--- config.mk ---
export PLATFORM = sky130hd
export DESIGN_NAME = tri_input_conditioner
export DESIGN_NICKNAME = d
export VERILOG_FILES = /design/src/rtl/tri_input_conditioner.sv
export SDC_FILE = /design/constraint.sdc
export NUM_CORES = 1
export LEC_CHECK = 0
export BUFFER_PORTS_ARGS = -buffer_cell sky130_fd_sc_hd__buf_2
export CAP_MARGIN = 10
export CELL_PAD_IN_SITES_DETAIL_PLACEMENT = 0
export CELL_PAD_IN_SITES_GLOBAL_PLACEMENT = 1
export CORE_MARGIN = 2
export CORE_UTILIZATION = 41
export CTS_BUF_LIST = sky130_fd_sc_hd__clkbuf_8
export DETAILED_ROUTE_END_ITERATION = 7
export GPL_ROUTABILITY_DRIVEN = 0
export HOLD_SLACK_MARGIN = 0.08
export PLACE_DENSITY_LB_ADDON = 0.08
export SLEW_MARGIN = 20
export SYNTH_ARGS = -nofsm -noshare
export SYNTH_HDL_FRONTEND = slang
export SYNTH_SLANG_ARGS = --single-unit
--- constraint.sdc ---
create_clock -name clk -period 1.8 [get_ports clk]
set_input_delay 0.45 -clock clk [delete_from_list [all_inputs] [get_ports clk]]
set_output_delay 0.45 -clock clk [all_outputs]
set_load 0.02 [all_outputs]
--- src/rtl/tri_input_conditioner.sv ---
// Synchronises and debounces three asynchronous inputs. A vector is committed
// to in1..in3 only after it has been held stable. Aborted candidates are counted.
module tri_input_conditioner #(
   parameter int unsigned SYNC_STAGES   = 2,
   parameter int unsigned STABLE_CYCLES = 4,
   parameter logic [2:0]  RESET_VALUE   = 3'b000
) (
   input  logic       clk,
   input  logic       rst_n,
   input  logic [2:0] raw_in,
   input  logic       freeze,
   input  logic       clr_stats,
   output logic       in1,
   output logic       in2,
   output logic       in3,
   output logic       changed,
   output logic [7:0] glitch_cnt
);

   localparam int unsigned CW = $clog2(STABLE_CYCLES + 1);

   typedef enum logic {STABLE, PENDING} state_t;

   state_t                        state_q, state_d;
   logic [CW-1:0]                 cnt_q, cnt_d;
   logic [2:0]                    cand_q, cand_d;
   logic [2:0]                    commit_q, commit_d;
   logic [SYNC_STAGES-1:0][2:0]   sync_q;
   logic [2:0]                    s;
   logic                          do_commit;
   logic                          glitch;

   always_ff @(posedge clk or negedge rst_n) begin
      if (!rst_n) begin
         sync_q <= '0;
      end else begin
         sync_q <= {sync_q[SYNC_STAGES-2:0], raw_in};
      end
   end

   assign s = sync_q[SYNC_STAGES-1];

   always_comb begin
      state_d   = state_q;
      cnt_d     = cnt_q;
      cand_d    = cand_q;
      commit_d  = commit_q;
      do_commit = 1'b0;
      glitch    = 1'b0;
      case (state_q)
         STABLE: begin
            cnt_d = '0;
            if (s != commit_q && !freeze) begin
               // A single required sample means the first differing sample commits.
               if (STABLE_CYCLES == 1) begin
                  commit_d  = s;
                  do_commit = 1'b1;
               end else begin
                  state_d = PENDING;
                  cand_d  = s;
                  cnt_d   = CW'(1);
               end
            end
         end
         PENDING: begin
            if (freeze) begin
               state_d = STABLE;
               cnt_d   = '0;
               glitch  = 1'b1;
            end else if (s == cand_q) begin
               if (cnt_q == CW'(STABLE_CYCLES - 1)) begin
                  commit_d  = cand_q;
                  do_commit = 1'b1;
                  state_d   = STABLE;
                  cnt_d     = '0;
               end else begin
                  cnt_d = cnt_q + CW'(1);
               end
            end else if (s == commit_q) begin
               state_d = STABLE;
               cnt_d   = '0;
               glitch  = 1'b1;
            end else begin
               cand_d = s;
               cnt_d  = CW'(1);
               glitch = 1'b1;
            end
         end
         default: begin
            state_d = STABLE;
            cnt_d   = '0;
         end
      endcase
   end

   always_ff @(posedge clk or negedge rst_n) begin
      if (!rst_n) begin
         state_q    <= STABLE;
         cnt_q      <= '0;
         cand_q     <= RESET_VALUE;
         commit_q   <= RESET_VALUE;
         changed    <= 1'b0;
         glitch_cnt <= '0;
      end else begin
         state_q  <= state_d;
         cnt_q    <= cnt_d;
         cand_q   <= cand_d;
         commit_q <= commit_d;
         changed  <= do_commit;
         if (clr_stats) begin
            glitch_cnt <= '0;
         end else if (glitch && glitch_cnt != 8'hFF) begin
            glitch_cnt <= glitch_cnt + 8'd1;
         end
      end
   end

   assign in1 = commit_q[2];
   assign in2 = commit_q[1];
   assign in3 = commit_q[0];

endmodule
* After elaboration in Yosys (flattened, before gate mapping)
Cells that the tools add are included.
** Cells by class
- Eq/ne operators :: 9
- Add/subtract/negate cells :: 2
- Bitwise logic cells :: 2
- Reduce and logical (&&, ||, !) cells :: 6
- Multiplexer cells :: 26
** Operators with widths (number)
- 2-to-1 mux 3 bit :: 7
- 2-to-1 mux 8 bit :: 2
- 2-to-1 mux 1 bit :: 14
- case mux 3 bit (2 select lines) :: 2
- adder 8 x 1 -> 8 bit (second input constant) :: 1
- inequality test 2 bit (second input constant) :: 4
- inequality test 8 bit (second input constant) :: 1
- AND reduction 4 bit :: 2
- equality test 3 bit :: 2
- adder 3 x 1 -> 3 bit (second input constant) :: 1
- equality test 3 x 2 -> 1 bit (second input constant) :: 1
- inequality test 3 bit :: 1
- logical AND 1 bit :: 2
- NOT 1 bit :: 2
- case mux 1 bit (2 select lines) :: 1
- nonzero test 2 bit :: 1
- zero test 1 bit :: 1
** Storage, ports and cells
- Input bits :: 7
- Register bits after elaboration :: 25
- Word-level logic and storage cells :: 53
- Output and inout bits :: 12

* Logic depth before layout (Yosys ltp)
- Word-level depth :: 7
- Gate-level depth with buffers :: 5
- Depth with buffers taken out :: 5

* Worst setup path before layout
Ideal clock, no wire load.
- Kind :: reg-to-reg
- From :: reg glitch_cnt[0]
- To :: reg glitch_cnt[0]
- Arrival :: 1.686 ns
- Slack :: -0.011 ns
- Cell stages (with the launch flop) :: 6
- Data required time :: 1.675 ns
- Path through :: dfrtp_1 > ha_1 > nand4_1 > nor2_1 > nor3b_1 > mux2_2
** Between the ends
- Word-level cells in the longest chain between the ends :: 3
- Elaborated cells between the ends (all ways) :: 6
- Those cells by class :: 1 x add/sub; 1 x eq/ne; 2 x mux; 2 x reduce/logical
** RTL lines
- start: declaration :: RTL line 17 : output logic [7:0] glitch_cnt
- start signal: assignment :: RTL line 113 : glitch_cnt <= glitch_cnt + 8'd1;
- adder 8 x 1 -> 8 bit or inequality test 8 bit (tied branches) :: RTL line 113, 112
- 2-to-1 mux 8 bit or logical AND 1 bit (tied branches) :: RTL line 112 : end else if (glitch && glitch_cnt != 8'hFF) begin
- 2-to-1 mux 8 bit or nonzero test 2 bit (tied branches)
Several ways; a longest one is shown, not always the timed one. The select of a mux whose other input is x is not followed.
A chain may end at the register's enable or synchronous reset.

* Worst setup path after layout
Same ends and word-level chain as after synthesis.

==> impl_metrics.yaml <==
placement:
  placed_cell_area_mm2: 0.00128
  place_ws_ps: 116
  io_buffers: 18
  dpl.hpwl_mm: 1.57
floorplanning:
  initial_core_util_pct: 42.2
  core_region_area_mm2: 0.00271
  num_rows: 19
  ioPinCount: 19
  die_h_um: 56.8
  die-area_mm2: 0.00323
  die_w_um: 56.8
routing:
  drt_iter0_drc: 23
  ant_nets: 0
  vias: 836
  wl_mm: 2.20
  firstDrtPassIters: 4
  viasPerCell: 5.54
  wl_per_cell_um: 14.6
  drc: 0
cts:
  cts_sinks: 25
  insertion_delay_ps: 280
  cts_buffers: 3
  post_cts_buffers: 0
  cts_buffer_depth: 2
  htree_levels: 1
  cts_tree: "done"
  clk_pin_slew_ps: 90
  root_buffer: "clkbuf_8"
sta:
  worst_slack_ps: 102
  fmax_ghz: 0.589
  rsz0062_at_grt: "no"
  slew_violations: 0
  timing.final.crit_share_pct: 94.3
  tns_ps: 0
  setup_viol: 0
  timing.final.crit_period_ps: 1700
  tightest_slew_ps: 549
  clock_skew_ps: 2.55
  hold_viol: 0
  max_slew_margin_pct: 63.4
logic_synthesis:
  synth_cell_type_count: 32
  async_flop_share_pct: 100
  ys_warn_count: 0
  synth-main-ff-cell: "dfrtp_1"
  synthesis.nets: 106
  synth_top_cell_by_area: "dfrtp_1"
  synth_edf_count: 0
  yosysTopAreaCellShare_pct: 54.7
  synthesis.area_per_instance_um2: 11.8
  yosysSeqAreaShare_pct: 54.7
  netlist_top_cells_area: "dfrtp_1, mux2_2, nand2_1, xnor2_1, xor2_1"
  syn_area_mm2: 0.00114
  ys_seq_elements: 25
  syn-instance-count: 97
critical_path:
  arrival_ps: 1870
  r2r-start: "glitch_cnt[0]"
  r2r-end: "glitch_cnt[0]"
  critical_path.max_fanout: 6
  cp-start-kind: "register"
  cp-end-kind: "register"
  r2r_slack_ps: 100
  crit_type: "register to register"
  required_ps: 1970
  reg2reg_depth: 5
final_layout:
  final_core_util_pct: 49.4
  syn_to_final_growth_pct: 17.1
  num-fill-cells: 261
  drive_above_1_share_pct: 33.3
  multi_input_area_um2: 500
  fin_nets: 130
  final_common_cell: "dfrtp_1"
  seq_area_um2: 626
  design_area_mm2: 0.00134
  antenna_cells: 0
  layout_common_cells: "dfrtp_1, buf_2, nand2_1"
hold_path:
  min_path_type: "primary input to asynchronous set/reset pin"
grt:
  grt_max_degree: 26
  grt_overflow: 0
  track_usage_pct: 15.8
  grt_pass1_wl_mm: 3.86
  antenna_found_initial: 0
  grt_pass1_vias: 819
power:
  report.power.total_mw: 1.10
  power_leakage_nw: 0.642
  vdd_drop_max_mv: 0.418
  powerDensity_mw_per_mm2: 825
flow_run:
  cap_violations: 0
run_status:
  status: "finished clean"
## sequential cells by signal (all words and copies together), names as in the netlist
signal and cells:
cand_q 3, changed 1, cnt_q 3, commit_q 3, glitch_cnt 8, s 3, state_q 1, sync_q 3
## cells in the mapped netlist (all sizes together), types with 3 or more instances
master and count:
a21oi 5, and4 3, dfrtp 25, inv 3, mux2 7, nand2 8
nand4 3, nor2 4, o21ai 3, or3 3, or4 3, xnor2 3
xor2 3
## stage by stage
step / cells / hold slack, ps
2_1_floorplan: 97 / 154
3_3_place_gp: 147 / 335
3_5_place_dp: 147 / 336
4_1_cts: 151 / 170
5_1_grt: 151 / 186
6_report: 151 / 145
## how the worst max path moves through the flow
stage               cells past startpoint          start  slack (ps)       endpoint
global placement                        5  glitch_cnt[0]         130  glitch_cnt[0]
CTS                                     5  glitch_cnt[0]         100  glitch_cnt[0]
finish                                  5  glitch_cnt[0]         100  glitch_cnt[0]
global route                            5  glitch_cnt[0]           5  glitch_cnt[0]
detailed placement                      5  glitch_cnt[0]         120  glitch_cnt[0]
floorplan                               5  glitch_cnt[0]         100  glitch_cnt[0]
## per-layer routing
| layer | part of all wire (%) | global-route usage [%] | up-vias |
|---|---|---|---|
| met5 | 0 | 0 | - |
| met2 | 43 | 23.1 | 20 |
| met1 | 51 | 22.2 | 409 |
| met3 | 4.0 | 3.00 | 5 |
| li1 | - | - | 402 |
| met4 | 2.1 | 7.97 | 0 |
## layout make-up
class / instances / share of cell area (%)
clock buffer: 3 / 3.08
sequential: 25 / 46.7
timing repair buffer: 21 / 8.41
multi-input combinational: 67 / 37.4
clock inverter: 1 / 0.654
inverter: 3 / 0.841
tap: 31 / 2.90
## repair_timing
| action | 4_1_cts | 5_1_grt |
|---|---|---|
| resized for setup | 0 | 1 |
| hold buffers | 0 | 0 |
| setup endpoints to repair | 0 | 1 |
## logic make-up (layout without fill, tap and decap cells)
| kind of cell | after synthesis | in the layout | synth area share, % |
|---|---|---|---|
| AO/OA/AOI/OAI | 15 | 15 | 8.97 |
| adder cells (fa/ha/maj) | 2 | 2 | 2.19 |
| flip-flops | 25 | 25 | 54.7 |
| AND/OR/NAND/NOR | 36 | 36 | 19.1 |
| buffers and inverters | 5 | 28 | 2.63 |
| multiplexers | 8 | 8 | 7.77 |
| XOR/XNOR | 6 | 6 | 4.60 |
## critical path, stage by stage (launching register included)
cell     delay [ps]
dfrtp_1         420
ha_1            250
nand4_1         120
nor2_1          120
nor3b_2         320
mux2_2          370
## power by group
| group | total, mW | internal (mW) | leakage, nW | switching [mW] |
|---|---|---|---|---|
| Combinational | 0.127 | 0.0585 | 0.292 | 0.0686 |
| Sequential | 0.617 | 0.589 | 0.323 | 0.0274 |
| Clock | 0.361 | 0.163 | 0.0261 | 0.198 |
| Total | 1.10 | 0.810 | 0.642 | 0.294 |
(Power assumes the default switching activity.)
